File: config.mk
export PLATFORM = sky130hd
export DESIGN_NAME = lcd_text_renderer
export DESIGN_NICKNAME = d
export VERILOG_FILES = /design/src/rtl/lcd_text_renderer.sv
export SDC_FILE = /design/constraint.sdc
export NUM_CORES = 1
export LEC_CHECK = 0
export CAP_MARGIN = 25
export CORE_MARGIN = 2
export CORE_UTILIZATION = 48
export CTS_CLUSTER_DIAMETER = 150
export DETAILED_ROUTE_END_ITERATION = 8
export PLACE_DENSITY = 0.78
export SLEW_MARGIN = 0
export SYNTH_ARGS = -nofsm -noshare
export SYNTH_HDL_FRONTEND = slang
export SYNTH_SLANG_ARGS = --single-unit
File: constraint.sdc
create_clock -name clk -period 2.67 [get_ports clk]
set_clock_uncertainty 0.1 [all_clocks]
set_input_delay 0.6675 -clock clk [delete_from_list [all_inputs] [get_ports clk]]
set_output_delay 0.6675 -clock clk [all_outputs]
set_load 0.02 [all_outputs]
File: src/rtl/lcd_text_renderer.sv
// Text-mode pixel generator: walks the character buffer, fetches font rows, serialises pixels.
// Optional reverse-video attribute on code bit 7 when ATTR_INVERT_EN is defined.
module lcd_text_renderer #(
  parameter int COLS   = 40,
  parameter int ROWS   = 15,
  parameter int TXT_AW = 10
) (
  input  logic              clk,
  input  logic              rst_n,
  input  logic              start,
  output logic              busy,
  output logic              done,
  output logic [TXT_AW-1:0] txt_addr,
  input  logic [7:0]        txt_data,
  output logic [31:0]       font_addr,
  input  logic [7:0]        font_data,
  output logic              pix_data,
  output logic              pix_valid,
  input  logic              pix_ready,
  output logic              pix_sof,
  output logic              pix_eol
);

  typedef enum logic [2:0] {IDLE, REQ_T, CAP_T, REQ_F, CAP_F, SHIFT} state_t;

  localparam logic [TXT_AW-1:0] COL_LAST = TXT_AW'(COLS - 1);
  localparam logic [TXT_AW-1:0] ROW_LAST = TXT_AW'(ROWS - 1);
  localparam logic [TXT_AW-1:0] COLS_W   = TXT_AW'(COLS);

  state_t            state;
  logic [TXT_AW-1:0] col, row, base;
  logic [3:0]        frow;
  logic [2:0]        bitcnt;
  logic [7:0]        code_q, shreg, load_byte;
  logic [TXT_AW-1:0] nxt_col, nxt_row, nxt_base;
  logic [3:0]        nxt_frow;
  logic              last_cell, accept;

`ifdef ATTR_INVERT_EN
  assign load_byte = code_q[7] ? ~font_data : font_data;
`else
  logic unused_attr;
  assign unused_attr = code_q[7];
  assign load_byte   = font_data;
`endif

  assign accept    = pix_valid && pix_ready;
  assign last_cell = (row == ROW_LAST) && (frow == 4'hF) && (col == COL_LAST);
  assign pix_data  = pix_valid & shreg[7];
  assign pix_sof   = pix_valid && (bitcnt == 3'd0) && (row == '0) && (frow == 4'd0) && (col == '0);
  assign pix_eol   = pix_valid && (bitcnt == 3'd7) && (col == COL_LAST);

  // base tracks row*COLS so the next text address needs only an add
  always_comb begin
    nxt_col  = col + TXT_AW'(1);
    nxt_frow = frow;
    nxt_row  = row;
    nxt_base = base;
    if (col == COL_LAST) begin
      nxt_col  = '0;
      nxt_frow = frow + 4'd1;
      if (frow == 4'hF) begin
        nxt_row  = row + TXT_AW'(1);
        nxt_base = base + COLS_W;
      end
    end
  end

  always_ff @(posedge clk or negedge rst_n) begin
    if (!rst_n) begin
      state     <= IDLE;
      busy      <= 1'b0;
      done      <= 1'b0;
      txt_addr  <= '0;
      font_addr <= '0;
      pix_valid <= 1'b0;
      col       <= '0;
      row       <= '0;
      base      <= '0;
      frow      <= '0;
      bitcnt    <= '0;
      code_q    <= '0;
      shreg     <= '0;
    end else begin
      done <= 1'b0;
      case (state)
        IDLE: begin
          if (start) begin
            state    <= REQ_T;
            busy     <= 1'b1;
            col      <= '0;
            row      <= '0;
            base     <= '0;
            frow     <= '0;
            txt_addr <= '0;
          end
        end
        REQ_T: state <= CAP_T;
        // font address is launched from the captured code so REQ_F sees it immediately
        CAP_T: begin
          code_q    <= txt_data;
          font_addr <= {21'b0, txt_data[6:0], frow};
          state     <= REQ_F;
        end
        REQ_F: state <= CAP_F;
        CAP_F: begin
          shreg     <= load_byte;
          bitcnt    <= '0;
          pix_valid <= 1'b1;
          state     <= SHIFT;
        end
        SHIFT: begin
          if (accept) begin
            shreg  <= {shreg[6:0], 1'b0};
            bitcnt <= bitcnt + 3'd1;
            if (bitcnt == 3'd7) begin
              pix_valid <= 1'b0;
              if (last_cell) begin
                state <= IDLE;
                busy  <= 1'b0;
                done  <= 1'b1;
              end else begin
                col      <= nxt_col;
                frow     <= nxt_frow;
                row      <= nxt_row;
                base     <= nxt_base;
                txt_addr <= nxt_base + nxt_col;
                state    <= REQ_T;
              end
            end
          end
        end
        default: state <= IDLE;
      endcase
    end
  end

endmodule

Word-level counts from Yosys, hierarchy flattened --
Index checks and enable logic that the tools add are counted.
Cells by class: add/subtract/negate cells 6, reductions and logical operators 23, bitwise logic cells 1, equality and inequality tests 16, multiplexer cells 49
Operators by type and width (count):
- 2-to-1 mux 10 bit | 18
- case mux 10 bit (2 select lines) | 4
- adder 10 x 1 -> 10 bit (second input constant) | 2
- zero test 10 bit | 2
- 2-to-1 mux 4 bit | 5
- case mux 3 bit (6 select lines) | 1
- case mux 8 bit (2 select lines) | 1
- inequality test 2 bit (second input constant) | 7
- 2-to-1 mux 3 bit | 4
- 2-to-1 mux 1 bit | 11
- adder 10 bit | 1
- adder 10 x 6 -> 10 bit (second input constant) | 1
- == test 10 x 4 -> 1 bit (second input constant) | 1
- == test 10 x 6 -> 1 bit (second input constant) | 1
- AND reduction 5 bit | 2
- == test 3 bit (second input constant) | 3
- logical AND 1 bit | 9
- 2-to-1 mux 8 bit | 1
- case mux 4 bit (2 select lines) | 1
- AND reduction 7 bit | 1
- == test 3 x 2 -> 1 bit (second input constant) | 2
- zero test 3 bit | 2
- case mux 3 bit (2 select lines) | 1
- AND reduction 3 bit | 2
- 10 further kinds | 12
Word-level totals: output and inout bits 48, logic and storage cells 107, input port bits 20, register bits 72

Depth between registers and ports, before layout --
word-level depth 8, mapped depth 13, mapped depth without buffers 12

Worst setup path before layout --
No wires, ideal clock.
kind reg-to-reg, start point register txt_addr[0] (netlist name), end point register txt_addr[8], arrival 2.519 ns, data required time 2.443 ns, buffers on the path 1, slack -0.076 ns, library setup time 0.127 ns, period minus slack after synthesis 2.746 ns, cell stages (with the launch flop) 12, path through dfrtp_1 > ha_1 > and3_1 > nand4_2 > buf_6 > mux2_2 > ha_1 > inv_1 > o21bai_1 > a2111oi_0 > or4_1 > nand3_1
RTL lines:
- end signal, assigned | line 127 | txt_addr <= nxt_base + nxt_col;
- end, declared | line 13 | output logic [TXT_AW-1:0] txt_addr,

Worst setup path in the final report --
start point register col[7], end point register txt_addr[8]
On the way: word-level cells in the longest chain between the ends 7, elaborated cells between the ends (all ways) 12, classes of those cells add/sub (2); eq/ne (2); mux (6); reduce/logical (2)
Ends and longest elaborated chain:
- start, declared | line 31 | logic [TXT_AW-1:0] col, row, base;
- start signal, assigned | line 123 | col <= nxt_col;
- adder 10 x 1 -> 10 bit or == test 10 x 6 -> 1 bit (tied branches) | line 55, 48, 59
- 2-to-1 mux 10 bit | line 59 | if (col == COL_LAST) begin
- adder 10 bit | line 127
- 2-to-1 mux 10 bit | line 118 | if (last_cell) begin
- 2-to-1 mux 10 bit | line 116 | if (bitcnt == 3'd7) begin
- 2-to-1 mux 10 bit | line 113 | if (accept) begin
- case mux 10 bit (2 select lines) | line 86 | case (state)
Several ways; a longest one is shown, not always the timed one. The select of a mux whose other input is x is not followed. A chain may end at the register's enable or synchronous reset.

==> metrics list <==
* Violated checks: negative setup slack
* Layout filler cell count: 638
- The number of clock buffers added by TritonCTS is 9.
- Number of antenna cells inserted: 0
- Prior to clock tree synthesis, the placed netlist has a worst setup slack of -0.130 ns.
- Summing all flip-flop and latch instances after layout gives 1700 um^2.
- Max-cap violations in this run came to 0.
* Mean area per synthesized cell: 9.83 um^2
- Post-synth EDFFs: 0
* Full die area: 8930 um^2
- Routed vias: 3252
- Layout net count: 534
- Setup repair after global routing could not meet its margin everywhere.
- For flop-to-flop paths, the worst setup slack is -0.05 ns.
- The multi-input combinational cells in the finished layout cover a total of 2160 um^2.
- Worst-path fanout max: 4
- Overflow left after global routing: 0
- Clock latency on the worst-skew pair: 0.34 ns
* Critical Path Sink Type: register
- Entering global routing, the biggest net connects 34 pins.
- Post-route non-filler standard cell count: 606
* Portion of the clock cycle consumed by the worst path in the final layout: 1.02
* Drt drc: 0
* Die X-Extent: 94.5 um
- Number of synthesized register bits: 68
- Reported leakage power: 2.37 nW
* Worst-case reg-to-reg path depth: 9
- In the final layout, the share of cells above drive strength 1 is 0.255.
- P per Cell Area: 743 nW/um^2
- Primary flip-flop cell chosen by synthesis mapping: sky130_fd_sc_hd__dfrtp_1
- Clock tree synthesis found a total of 68 sinks.
- TritonCTS clock tree: done
- Worst Path Class, Setup: reg -> reg
- CTS built an H-tree with a depth of 3.
* Top post-synthesis cells by count: 68 x sky130_fd_sc_hd__dfrtp_1, 37 x sky130_fd_sc_hd__nand2_1, 35 x sky130_fd_sc_hd__o21ai_0, 28 x sky130_fd_sc_hd__nor2_1, 25 x sky130_fd_sc_hd__buf_4
- The number of global-route vias before repair is 3196.
- Among all stages on the critical path, the largest delay is contributed by sky130_fd_sc_hd__or4_1.
* ANT nets after route: 0
- The count of buffers added on input and output ports is 45.
- Root buffer selected by CTS: sky130_fd_sc_hd__clkbuf_8
- Min Tclk post-route: 2.72 ns
* Synthesis-to-layout area growth: 31.8%
- Summed over all nets, the half-perimeter wirelength after detailed placement is 6500 um.
* Worst setup SP type: register
* Cells traversed along the worst timing path: nor4_4 -> nand4_4 -> mux2_4 -> ha_4 -> inv_1 -> o21bai_4 -> a2111oi_4 -> or4_1 -> nand3_1
* Final core occ: 0.640
* Max-slew violations: 0
* Highest attainable clock frequency: 0.368 GHz
- For this configuration, the core starts out at a cell density of 0.486.
* Total setup violations reported at the end of the flow: 2
* Count of different cell masters after synthesis: 57
* Clock Path Buffers: 2
- Number of optimization iterations in the first detailed-route pass: 5
- Clock-pin slew was measured on the worst setup and hold paths at 0.08 ns.
- Ratio of routed vias to standard cells: 5.37
- IO Count: 68
* Tightest hold margin: 0.301 ns
- Synthesis warning total: 0
* Number of antenna violations at the first check in global routing: 0
* Largest cells by area after synthesis: sky130_fd_sc_hd__dfrtp_1 43%, sky130_fd_sc_hd__ha_1 5.7%, sky130_fd_sc_hd__buf_4 4.8%
- Wire length of the first global-routing pass: 14400 um
* RD Place Congestion: 0.868
- After detailed routing, the total wire length is 9310 um.
* Sequential element share of the synthesized area: 0.433
- First-iteration detailed-routing DRC count: 146
- Counting tap cells, the placed design contains a total of 581 instances.
- Number of standard-cell rows in the floorplan: 33
- Placement Cell Area: 4700 um^2
* Critical path required time: 2.85 ns
- VDD sags by at most 0.450 mV.
- The count of endpoints failing hold in the final timing report came to 0.
* Wire length per cell: 15.4 um
- Biggest cell delay along the critical path: 0.47 ns
- Finished Cell Area: 5180 um^2
- The flow ran to the end, but the final reports show violations.
* Netlist area before placement: 3930 um^2
- Slew at the pin with the worst max-slew slack: 0.785 ns
* Headroom to the max-slew limit: 0.477
- Most repeated cell in the gate-level netlist after synthesis: sky130_fd_sc_hd__dfrtp_1
* Class of the tightest hold or removal check: in -> async
- Setup WS post-layout: -0.0492 ns
- Area fraction of the dominant cell type after synthesis: 0.433
- Synth Instances: 400
- In the synthesized netlist the async set-or-reset flop fraction comes to 1.00.
- Core box area: 8090 um^2
- Of all cell types, the one taking the most synthesized area is sky130_fd_sc_hd__dfrtp_1.
* All-Layer GR Usage: 0.207
* Chip Height: 94.5 um
- Data on the critical path arrives at its endpoint at 2.90 ns.
layout make-up:
type                       count  share of cell area
multi-input combinational    298               0.417
sequential                    68               0.329
timing repair buffer         105               0.177
clock buffer                  12              0.0280
tap                          105              0.0254
clock inverter                 4              0.0140
inverter                      14              0.0101
placed cells by master, fill, tap and decap left out, drive strengths merged, types with 2 or more instances in the layout:
cell type,netlist,final
bufinv,0,2
o21ai,38,38
and2,2,2
or3,6,6
and3,11,11
ha,18,18
nand3,11,11
xnor2,12,12
inv,14,14
xor2,14,14
a31oi,4,4
nor3,8,8
nor4,4,4
nor2,29,29
mux2i,7,7
conb,1,22
dfrtp,68,68
clkbuf,8,12
nand2,39,39
o31ai,5,5
a21oi,12,12
clkdlybuf4s50,0,42
nor3b,2,2
o21bai,2,2
mux2,13,13
a21o,3,3
nand4,8,8
buf,33,63
or2,2,2
a22o,12,12
flip-flops by register name, summed over array words and instances (netlist names), 3 cells and up:
| register | count |
|---|---|
| row | 10 |
| bitcnt | 3 |
| base | 7 |
| state | 3 |
| txt_addr | 10 |
| col | 9 |
| frow | 4 |
| shreg | 8 |
| font_addr | 11 |
worst max-delay path, delay by kind of cell, from the launching register on:
| kind | cells | cell delay (ns) |
|---|---|---|
| muxes | 1 | 0.36 |
| and+or+nand+nor | 4 | 1.13 |
| buffers and inverters | 1 | 0.08 |
| adders and majority gates | 1 | 0.28 |
| DFF | 1 | 0.43 |
| AOI/OAI and AO/OA | 2 | 0.26 |
cell families (layout without fill, tap and decap cells):
logic type / after synthesis / count (layout) / share of synthesized area
other cells: 1 / 22 / 0.000954
flops: 68 / 68 / 0.433
simple gates: 127 / 127 / 0.170
compound gates: 84 / 84 / 0.136
mux: 20 / 20 / 0.0551
fa+ha+maj: 18 / 18 / 0.0573
buf+inv: 55 / 135 / 0.0837
xor+xnor: 27 / 27 / 0.0637
timing repair:
item / CTS / global route
setup buffers: 2 / 7
endpoints found under the setup margin: 4 / 5
resized for setup: 12 / 38
hold buffers: 0 / 0
pin swaps: 6 / 15
power by group:
group	total (mW)	internal (mW)	switching, mW	leakage (nW)
Clock	0.950	0.551	0.399	0.107
Combinational	1.47	0.679	0.794	1.36
Sequential	1.42	1.23	0.189	0.905
layer usage:
metal	up-vias	share of wire	GRT usage
li1	1549	-	-
met1	1585	0.40	0.242
met2	99	0.52	0.364
met3	19	0.051	0.0487
met4	0	0.025	0.0870
met5	-	0	0
path summary, 6_finish.rpt:
| path | startpoint | end |
|---|---|---|
| setup / recovery | col[7]$_DFFE_PN0P_ | txt_addr[8]$_DFFE_PN0P_ |
| hold / removal | rst_n | txt_addr[8]$_DFFE_PN0P_ |
| setup reg to reg | col[7]$_DFFE_PN0P_ | txt_addr[8]$_DFFE_PN0P_ |
| hold reg to reg | txt_addr[4]$_DFFE_PN0P_ | txt_addr[4]$_DFFE_PN0P_ |
| max in group asynchronous | rst_n | shreg[3]$_DFFE_PN0P_ |
| min in group clk | txt_addr[4]$_DFFE_PN0P_ | txt_addr[4]$_DFFE_PN0P_ |
per-stage QoR:
stage / setup TNS, ns / power [mW]
after floorplan: 0 / 2.36
after global placement: -0.0670 / 2.80
after detailed placement: -0.228 / 2.87
after CTS: -0.0518 / 3.81
after global routing: -0.487 / 4.06
final: -0.0641 / 3.85
Power figures use the tool's default switching activity.
